`src/rtl/commit_trace_sched.sv`:
```
// commit_trace_sched: merges the two in-order commit lanes into a single
// retire-record stream, buffers it in a small FIFO and hands it to the
// instruction-trace sink one record per accepted handshake. Once an invalid
// instruction retires, commit is shut off, the FIFO drains and the block
// parks in a terminal halted state until reset.
module commit_trace_sched #(
    parameter int unsigned DEPTH = 8,
    parameter int unsigned XLEN  = 64
) (
    input  logic            clk,
    input  logic            rst,

    input  logic            c0_valid,
    input  logic [31:0]     c0_inst,
    input  logic [XLEN-1:0] c0_dnpc,
    input  logic            c0_kill,
    input  logic            c0_invalid,

    input  logic            c1_valid,
    input  logic [31:0]     c1_inst,
    input  logic [XLEN-1:0] c1_dnpc,
    input  logic            c1_kill,
    input  logic            c1_invalid,

    output logic            commit_stall,

    output logic            out_valid,
    input  logic            out_ready,
    output logic [31:0]     out_inst,
    output logic [XLEN-1:0] out_dnpc,
    output logic            out_kill,
    output logic            out_invalid,

    output logic            halted,
    output logic            overflow_err
);

    localparam int unsigned PW = $clog2(DEPTH);
    localparam int unsigned CW = $clog2(DEPTH + 1);

    typedef struct packed {
        logic [31:0]     inst;
        logic [XLEN-1:0] dnpc;
        logic            kill;
        logic            invalid;
    } rec_t;

    typedef enum logic [1:0] {
        StRun,
        StDrain,
        StHalted
    } state_e;

    // ------------------------------------------------------------------
    // State
    // ------------------------------------------------------------------
    state_e          state_q, state_d;
    logic [CW-1:0]   count_q, count_d;
    logic [PW-1:0]   wr_ptr_q, wr_ptr_d;
    logic [PW-1:0]   rd_ptr_q, rd_ptr_d;
    logic            overflow_q, overflow_d;

    rec_t            mem [DEPTH];

    // ------------------------------------------------------------------
    // Derived control
    // ------------------------------------------------------------------
    logic [CW-1:0]   free;
    logic            stall;
    logic            any_valid;
    logic            enq0;
    logic            enq1;
    logic [CW-1:0]   enq_cnt;
    logic [PW-1:0]   lane1_slot;
    logic            pop;
    logic            enq_invalid;
    rec_t            rec0;
    rec_t            rec1;
    rec_t            head;

    // Stall, enqueue and pop decisions, all from registered state only.
    always_comb begin
        free      = CW'(DEPTH) - count_q;
        // Two free slots are reserved so a dual-lane retire never needs a partial accept.
        stall     = (state_q != StRun) || (free < CW'(2));
        any_valid = c0_valid | c1_valid;

        enq0 = !stall && c0_valid;
        // The younger lane is discarded behind an illegal older instruction.
        enq1 = !stall && c1_valid && !(c0_valid && c0_invalid);

        enq_cnt     = CW'(enq0) + CW'(enq1);
        lane1_slot  = wr_ptr_q + PW'(enq0);
        enq_invalid = (enq0 && c0_invalid) || (enq1 && c1_invalid);

        pop = out_valid && out_ready;

        count_d    = count_q + enq_cnt - CW'(pop);
        wr_ptr_d   = wr_ptr_q + PW'(enq_cnt);
        rd_ptr_d   = rd_ptr_q + PW'(pop);
        overflow_d = overflow_q || (any_valid && stall);
    end

    // Lane records as stored in the FIFO.
    always_comb begin
        rec0 = '{inst: c0_inst, dnpc: c0_dnpc, kill: c0_kill, invalid: c0_invalid};
        rec1 = '{inst: c1_inst, dnpc: c1_dnpc, kill: c1_kill, invalid: c1_invalid};
    end

    // Sequencing FSM: RUN until an invalid record is accepted, DRAIN until empty.
    always_comb begin
        state_d = state_q;
        unique case (state_q)
            StRun: begin
                if (enq_invalid) begin
                    state_d = StDrain;
                end
            end
            StDrain: begin
                // Includes the edge that pops the last buffered record.
                if (count_d == '0) begin
                    state_d = StHalted;
                end
            end
            StHalted: begin
                state_d = StHalted;
            end
            default: begin
                state_d = StRun;
            end
        endcase
    end

    // Control registers with asynchronous reset.
    always_ff @(posedge clk or negedge rst) begin
        if (!rst) begin
            state_q    <= StRun;
            count_q    <= '0;
            wr_ptr_q   <= '0;
            rd_ptr_q   <= '0;
            overflow_q <= 1'b0;
        end else begin
            state_q    <= state_d;
            count_q    <= count_d;
            wr_ptr_q   <= wr_ptr_d;
            rd_ptr_q   <= rd_ptr_d;
            overflow_q <= overflow_d;
        end
    end

    // FIFO storage; contents are only observed while count is non-zero.
    always_ff @(posedge clk) begin
        if (enq0) begin
            mem[wr_ptr_q] <= rec0;
        end
        if (enq1) begin
            mem[lane1_slot] <= rec1;
        end
    end

    // Output view of the head entry, zeroed whenever the FIFO is empty.
    always_comb begin
        head         = mem[rd_ptr_q];
        out_valid    = (count_q != '0) && (state_q != StHalted);
        out_inst     = '0;
        out_dnpc     = '0;
        out_kill     = 1'b0;
        out_invalid  = 1'b0;
        if (out_valid) begin
            out_inst    = head.inst;
            out_dnpc    = head.dnpc;
            out_kill    = head.kill;
            out_invalid = head.invalid;
        end
        commit_stall = stall;
        halted       = (state_q == StHalted);
        overflow_err = overflow_q;
    end

endmodule

```
`config.mk`:
```
export PLATFORM = sky130hd
export DESIGN_NAME = commit_trace_sched
export DESIGN_NICKNAME = d
export VERILOG_FILES = /design/src/rtl/commit_trace_sched.sv
export SDC_FILE = /design/constraint.sdc
export NUM_CORES = 1
export LEC_CHECK = 0
export BUFFER_PORTS_ARGS = -buffer_cell sky130_fd_sc_hd__buf_2
export CAP_MARGIN = 20
export CORE_ASPECT_RATIO = 1.75
export CORE_UTILIZATION = 39
export CTS_BUF_LIST = sky130_fd_sc_hd__clkbuf_8
export CTS_CLUSTER_SIZE = 10
export DETAILED_ROUTE_END_ITERATION = 10
export PLACE_DENSITY = 0.61
export REMOVE_ABC_BUFFERS = 1
export SETUP_SLACK_MARGIN = 0.05
export SLEW_MARGIN = 10
export SYNTH_ARGS = -nofsm -noshare
export SYNTH_HDL_FRONTEND = slang
export SYNTH_SLANG_ARGS = --single-unit
```
`constraint.sdc`:
```
create_clock -name clk -period 12.3 [get_ports clk]
set_input_delay 1.23 -clock clk [delete_from_list [all_inputs] [get_ports clk]]
set_output_delay 1.23 -clock clk [all_outputs]
set_load 0.02 [all_outputs]
```
==> results.cfg, run 1 <==
[synth]
synth-seq-area-share_pct = 59.4
synth_top_family_by_area = multiplexers
synthMuxAreaShare_pct = 35.6
yosys-top-cells-area = edfxtp_1 (59%), mux2_2 (20%), mux4_2 (11%)
netlist_area_mm2 = 0.0402
syn_inst = 2225
synth_edf_count = 784
yosys_warnings = 0
synth_top_cell_by_area = edfxtp_1
async_flop_share_pct = 1.63
yosysTopAreaCellShare_pct = 58.6
synthTopCellsByCount = edfxtp_1 (784), mux2_2 (731), mux4_2 (196)
yosys.area_share.adder_pct = 0.598
synth-compound-area-share_pct = 0.439
ys.flop_type = edfxtp_1
synth_cell_type_count = 45
synth.most_common_cell = edfxtp_1
synth_xor_area_share_pct = 0.131
synth_seq_cells = 797
yosys.area_share.simple_pct = 1.41
avgSynthCellArea_um2 = 18.0

[floorplan]
core_area_mm2 = 0.102
initial_utilization_pct = 39.4
die_y_um = 426
num_rows = 155
io_pins = 303
dieWidth_um = 245
die-area_mm2 = 0.104

[route]
vias_per_cell = 5.63
drt_iter0_markers = 1272
via_count = 22400
drt_wl_total_um = 113000
drc = 0
drt-wirelength-per-cell_um = 28.4
first_pass_iters = 7
ant_nets = 0

[cts]
root_buffer = clkbuf_8
clockBufferDepth = 3
tritoncts = yes
path_clk_slew_ps = 70
htree_levels = 3
clk_latency_ps = 830
ctsResizeCount = 0
clkSinkCount = 797
post_cts_buffers = 0
cts_hold_buffers = 0
cts_buffers = 121

[timing]
grt_setup_unrepaired = no
setup_slack_ps = 6290
period_share_pct = 48.8
worstMarginPinSlew_ps = 1100
max_clock_freq_mhz = 167
skew_ps = 32.1
hold_viol_final = 0
report.final.setup_viol = 0
drv_slew = 0
relSlewSlack_pct = 26.8
fin_crit_ps = 6010

[global_route]
grt_max_degree = 109
grt_overflow_total = 0
antenna_found_initial = 44
grt_pass1_wl_um = 165000
grt_pass1_vias = 25100
grt_usage_pct = 21.7

[setup_path]
endpoint_kind = flop
crit_required_ps = 12740
arrival_ps = 6440
cp_max_fo = 49
start_kind = flop
critPathKind = flop to flop

[finish]
drive_gt1_share_pct = 55.5
area_growth_pct = 12.9
layout.nets = 2754
regArea_mm2 = 0.0239
fin_util_pct = 44.4
fillCellCount = 9098
multiInputGateArea_mm2 = 0.0155

[placement]
portBuffers = 302
hpwl_um = 61500
pre_cts_ws_ps = 6260
gp_congestion = 0.737

[worst_hold_path]
hold_path.class = primary input to async pin

[pwr]
vdd_drop_max_mv = 0.238
power.density_mw_per_mm2 = 214
p_leak_nw = 15.8

[run]
cap_violations = 0

[run_status]
status = complete, no violations
==> worst max-delay path: stages, from the launching register on <==
cell     delay (ps)
dfrtp_1         390
inv_1            80
ha_1            250
nor3b_1         250
a41oi_2          90
or2_1           390
nand3_1         420
inv_1           130
ha_1            220
ha_1            540
o21ai_1         170
or2_4           610
o21ai_4         470
buf_4           770
buf_4           770
==> cell usage in the layout (no fill, tap or decap), types with 26 or more instances in the layout <==
cell / instances
inv_1: 62
mux2i_1: 98
edfxtp_1: 784
clkbuf_8: 123
mux2_1: 36
mux2_2: 731
mux4_2: 196
buf_4: 36
nor2_1: 98
buf_2: 302
clkinv_1: 26
==> metrics by stage <==
stage	power (mW)	instance area [um^2]	setup TNS [ps]	instances	hold WS (ps)
6_report	9.70	45300	0	3982	303
5_1_grt	10.2	45300	0	3975	280
4_1_cts	9.85	45300	0	3967	219
3_5_place_dp	7.67	43000	0	3745	458
3_3_place_gp	7.59	42900	0	3743	463
2_1_floorplan	6.78	39300	-10890	2068	507
==> state kept, by name, indices dropped and copies added (netlist names) <==
name,flops
state_q,2
count_q,4
rd_ptr_q,3
overflow_err,1
mem,784
wr_ptr_q,3
==> worst paths after layout <==
| kind | startpoint | end | slack [ps] | depth (start not counted) |
|---|---|---|---|---|
| setup / recovery | count_q[0] | mem[3][85] | 6290 | 14 |
| hold reg to reg | overflow_err | overflow_err | 480 | 1 |
| hold / removal | rst | count_q[3] | 300 | 1 |
| setup reg to reg | count_q[0] | mem[3][85] | 6290 | 14 |
| max in group asynchronous | rst | rd_ptr_q[2] | 11690 | 1 |
| min in group clk | overflow_err | overflow_err | 480 | 1 |
==> metal layers <==
metal / vias up / track usage (%) / part of all wire, %
li1: 9653 / - / -
met1: 11800 / 25.5 / 38
met2: 683 / 38.9 / 52
met3: 254 / 4.55 / 5.9
met4: 40 / 7.97 / 3.3
met5: - / 0 / 0.20
==> logic make-up after synthesis <==
kind of cell / Yosys count
AOI/OAI and AO/OA: 24
adders and majority gates: 18
and+or+nand+nor: 125
DFF: 797
buffers and inverters: 176
xor gates and xnor gates: 6
muxes: 1079
==> cell type report <==
class,count,share of cell area (%)
Multi-Input combinational cell,1252,34.1
Sequential cell,797,52.7
Antenna cell,14,0.0773
Timing Repair Buffer,344,4.20
Tap cell,1334,3.68
Inverter,19,0.157
Clock inverter,99,1.34
Clock buffer,123,3.74
==> report_power, final <==
part           total [mW]  internal (mW)  switching, mW  leakage, nW
clock                2.16           1.08           1.08         1.33
combinational        3.78           1.54           2.24         7.18
sequential           3.76           3.54          0.216         7.24
total                9.70           6.16           3.54         15.8
No activity file was read; power rests on OpenSTA's default activity.
==> run 2, diff against run 1 <==
--- a/config.mk
+++ b/config.mk
@@ -12,7 +12,7 @@
 export CTS_BUF_LIST = sky130_fd_sc_hd__clkbuf_8
 export CTS_CLUSTER_SIZE = 10
 export DETAILED_ROUTE_END_ITERATION = 10
-export PLACE_DENSITY = 0.61
+export PLACE_DENSITY = 0.63
 export REMOVE_ABC_BUFFERS = 1
 export SETUP_SLACK_MARGIN = 0.05
 export SLEW_MARGIN = 10
==> constraint.sdc (replaced) <==
create_clock -name clk -period 5.22 [get_ports clk]
set_input_delay 0.522 -clock clk [delete_from_list [all_inputs] [get_ports clk]]
set_output_delay 0.522 -clock clk [all_outputs]
set_load 0.02 [all_outputs]
==> run 2 against run 1 <==
  * Clock-buffer cell count is 2 lower
  * Via count rose by 0.69%
  * Combinational power increased by 140%
  * Non-clock buffer count up 11
  * Critical path type unchanged
  * Largest cell class unchanged
==> results.cfg, run 2 (synthesis gave the netlist of run 1 again) <==
[pwr]
p_leak_nw = 15.8
power.density_mw_per_mm2 = 495
vdd_drop_max_mv = 0.648

[setup_path]
r2r_end = state_q[1]
start_kind = flop
arrival_ps = 5240
critical_path.max_stage_delay_ps = 580
rr_worst_depth = 19
crit_required_ps = 5890
reg2reg_slack_ps = 660
cp_max_fo = 8
critPathKind = flop to flop
endpoint_kind = flop
cpMostUsedCell = inv_1
r2r_start = count_q[0]
path_cells = inv_1 -> ha_1 -> nor3b_1 -> a41oi_2 -> or2_1 -> nand3_1 -> inv_1 -> ha_1 -> inv_1 -> ha_1 -> inv_1 -> ha_1 -> inv_1 -> fa_1 -> inv_1 -> or3_1 -> o311a_1 -> a21oi_1 -> mux2_2
crit_slowest_cell = fa_1

[cts]
post_cts_buffers = 0
ctsResizeCount = 0
tritoncts = yes
clk_latency_ps = 790
htree_levels = 3
root_buffer = clkbuf_8
clockBufferDepth = 3
path_clk_slew_ps = 60
clkSinkCount = 797
cts_buffers = 117

[finish]
fin_area_mm2 = 0.0455
layout_common_cells = edfxtp_1 (784), mux2_2 (731), buf_2 (302)
layout_commonest_cell = edfxtp_1
layout.nets = 2761
area_growth_pct = 13.3
reg.largest.list = mem: 784 flops, count_q: 4 flops
top_register = mem
fin_util_pct = 44.6
drive_gt1_share_pct = 55.5
largest_reg_flops = 784

[timing]
worstMarginPinSlew_ps = 1100
hold_viol_final = 0
fin_crit_ps = 4560
grt_setup_unrepaired = no
period_share_pct = 87.4
max_clock_freq_mhz = 219
skew_ps = 26.4
relSlewSlack_pct = 26.5
report.final.setup_viol = 0
drv_slew = 0

[route]
drt_wl_total_um = 113000
via_count = 22600
first_pass_iters = 5
drc = 0
drt-wirelength-per-cell_um = 28.3
ant_nets = 0
vias_per_cell = 5.67
drt_iter0_markers = 1472

[worst_hold_path]
hold_path.class = primary input to flop
min_path_cells = 3
holdPathEnd = overflow_err
hp-start = c1_valid

[global_route]
grt_pass1_vias = 25300
grt_usage_pct = 21.7
grt_pass1_wl_um = 165000
grt_overflow_total = 0
antenna_found_initial = 51
grt_max_degree = 99

[placement]
placed_cell_area_mm2 = 0.0434
portBuffers = 302
hpwl_um = 62300
gp_congestion = 0.788

[floorplan]
die_y_um = 426
die-area_mm2 = 0.104
dieWidth_um = 245
io_pins = 303
num_rows = 155
initial_utilization_pct = 39.4
core_area_mm2 = 0.102

[run]
cap_violations = 0

[run_status]
status = complete, no violations
run 2: layer usage:
| layer | track usage, % | routed length (um) | part of all wire, % | up-vias |
|---|---|---|---|---|
| met5 | 0 | 267 | 0.24 | - |
| met4 | 9.00 | 3760 | 3.3 | 42 |
| met3 | 4.81 | 7080 | 6.3 | 230 |
| met2 | 38.2 | 58200 | 52 | 711 |
| met1 | 25.5 | 43400 | 39 | 11900 |
| li1 | - | - | - | 9670 |
run 2: worst max-delay path by stage:
stage / from / end / slack (ps) / depth (start not counted)
6_report: count_q[0] / state_q[1] / 660 / 19
5_1_grt: count_q[0] / state_q[1] / 380 / 19
4_1_cts: count_q[0] / state_q[1] / 670 / 19
3_5_place_dp: count_q[0] / state_q[1] / 680 / 19
3_3_place_gp: count_q[0] / state_q[1] / 820 / 19
2_1_floorplan: count_q[0] / mem[3][0] / -7140 / 12
run 2: area by class of cell:
| class | count | area (um^2) |
|---|---|---|
| clock buffer | 121 | 1670 |
| tap | 1334 | 1670 |
| antenna | 26 | 65.1 |
| multi-input combinational | 1252 | 15500 |
| timing repair buffer | 355 | 2360 |
| fill | 9097 | 56500 |
| sequential | 797 | 23900 |
| inverter | 19 | 71.3 |
| clock inverter | 80 | 333 |
run 2: worst max-delay path, delay by kind of cell, from the launching register on:
family          cells  cell delay (ps)
buf+inv             6              400
simple gates        4             1210
flops               1              400
mux                 1              340
compound gates      3              550
fa+ha+maj           5             1540
run 2: where the power goes:
group          internal [mW]  total [mW]  switching [mW]
clock                   2.12        4.55            2.43
combinational           3.80        9.11            5.31
sequential              8.33        8.86           0.529
total                   14.2        22.5            8.27
run 2: through the flow:
stage / setup WS (ps) / hold slack, ps / power [mW] / instances / TNS (ps)
6_report: 655 / 122 / 22.5 / 3984 / 0
5_1_grt: 377 / 63.9 / 23.6 / 3980 / 0
4_1_cts: 668 / 8.83 / 22.9 / 3958 / 0
3_5_place_dp: 683 / 446 / 18.3 / 3756 / 0
3_3_place_gp: 820 / 442 / 18.1 / 3755 / 0
2_1_floorplan: -7140 / 226 / 15.5 / 2068 / -5228360
run 2: timing repair:
item                                    4_1_cts  5_1_grt
endpoints found under the setup margin        0        0
hold endpoints to repair                     13        0
hold buffers                                  1        0
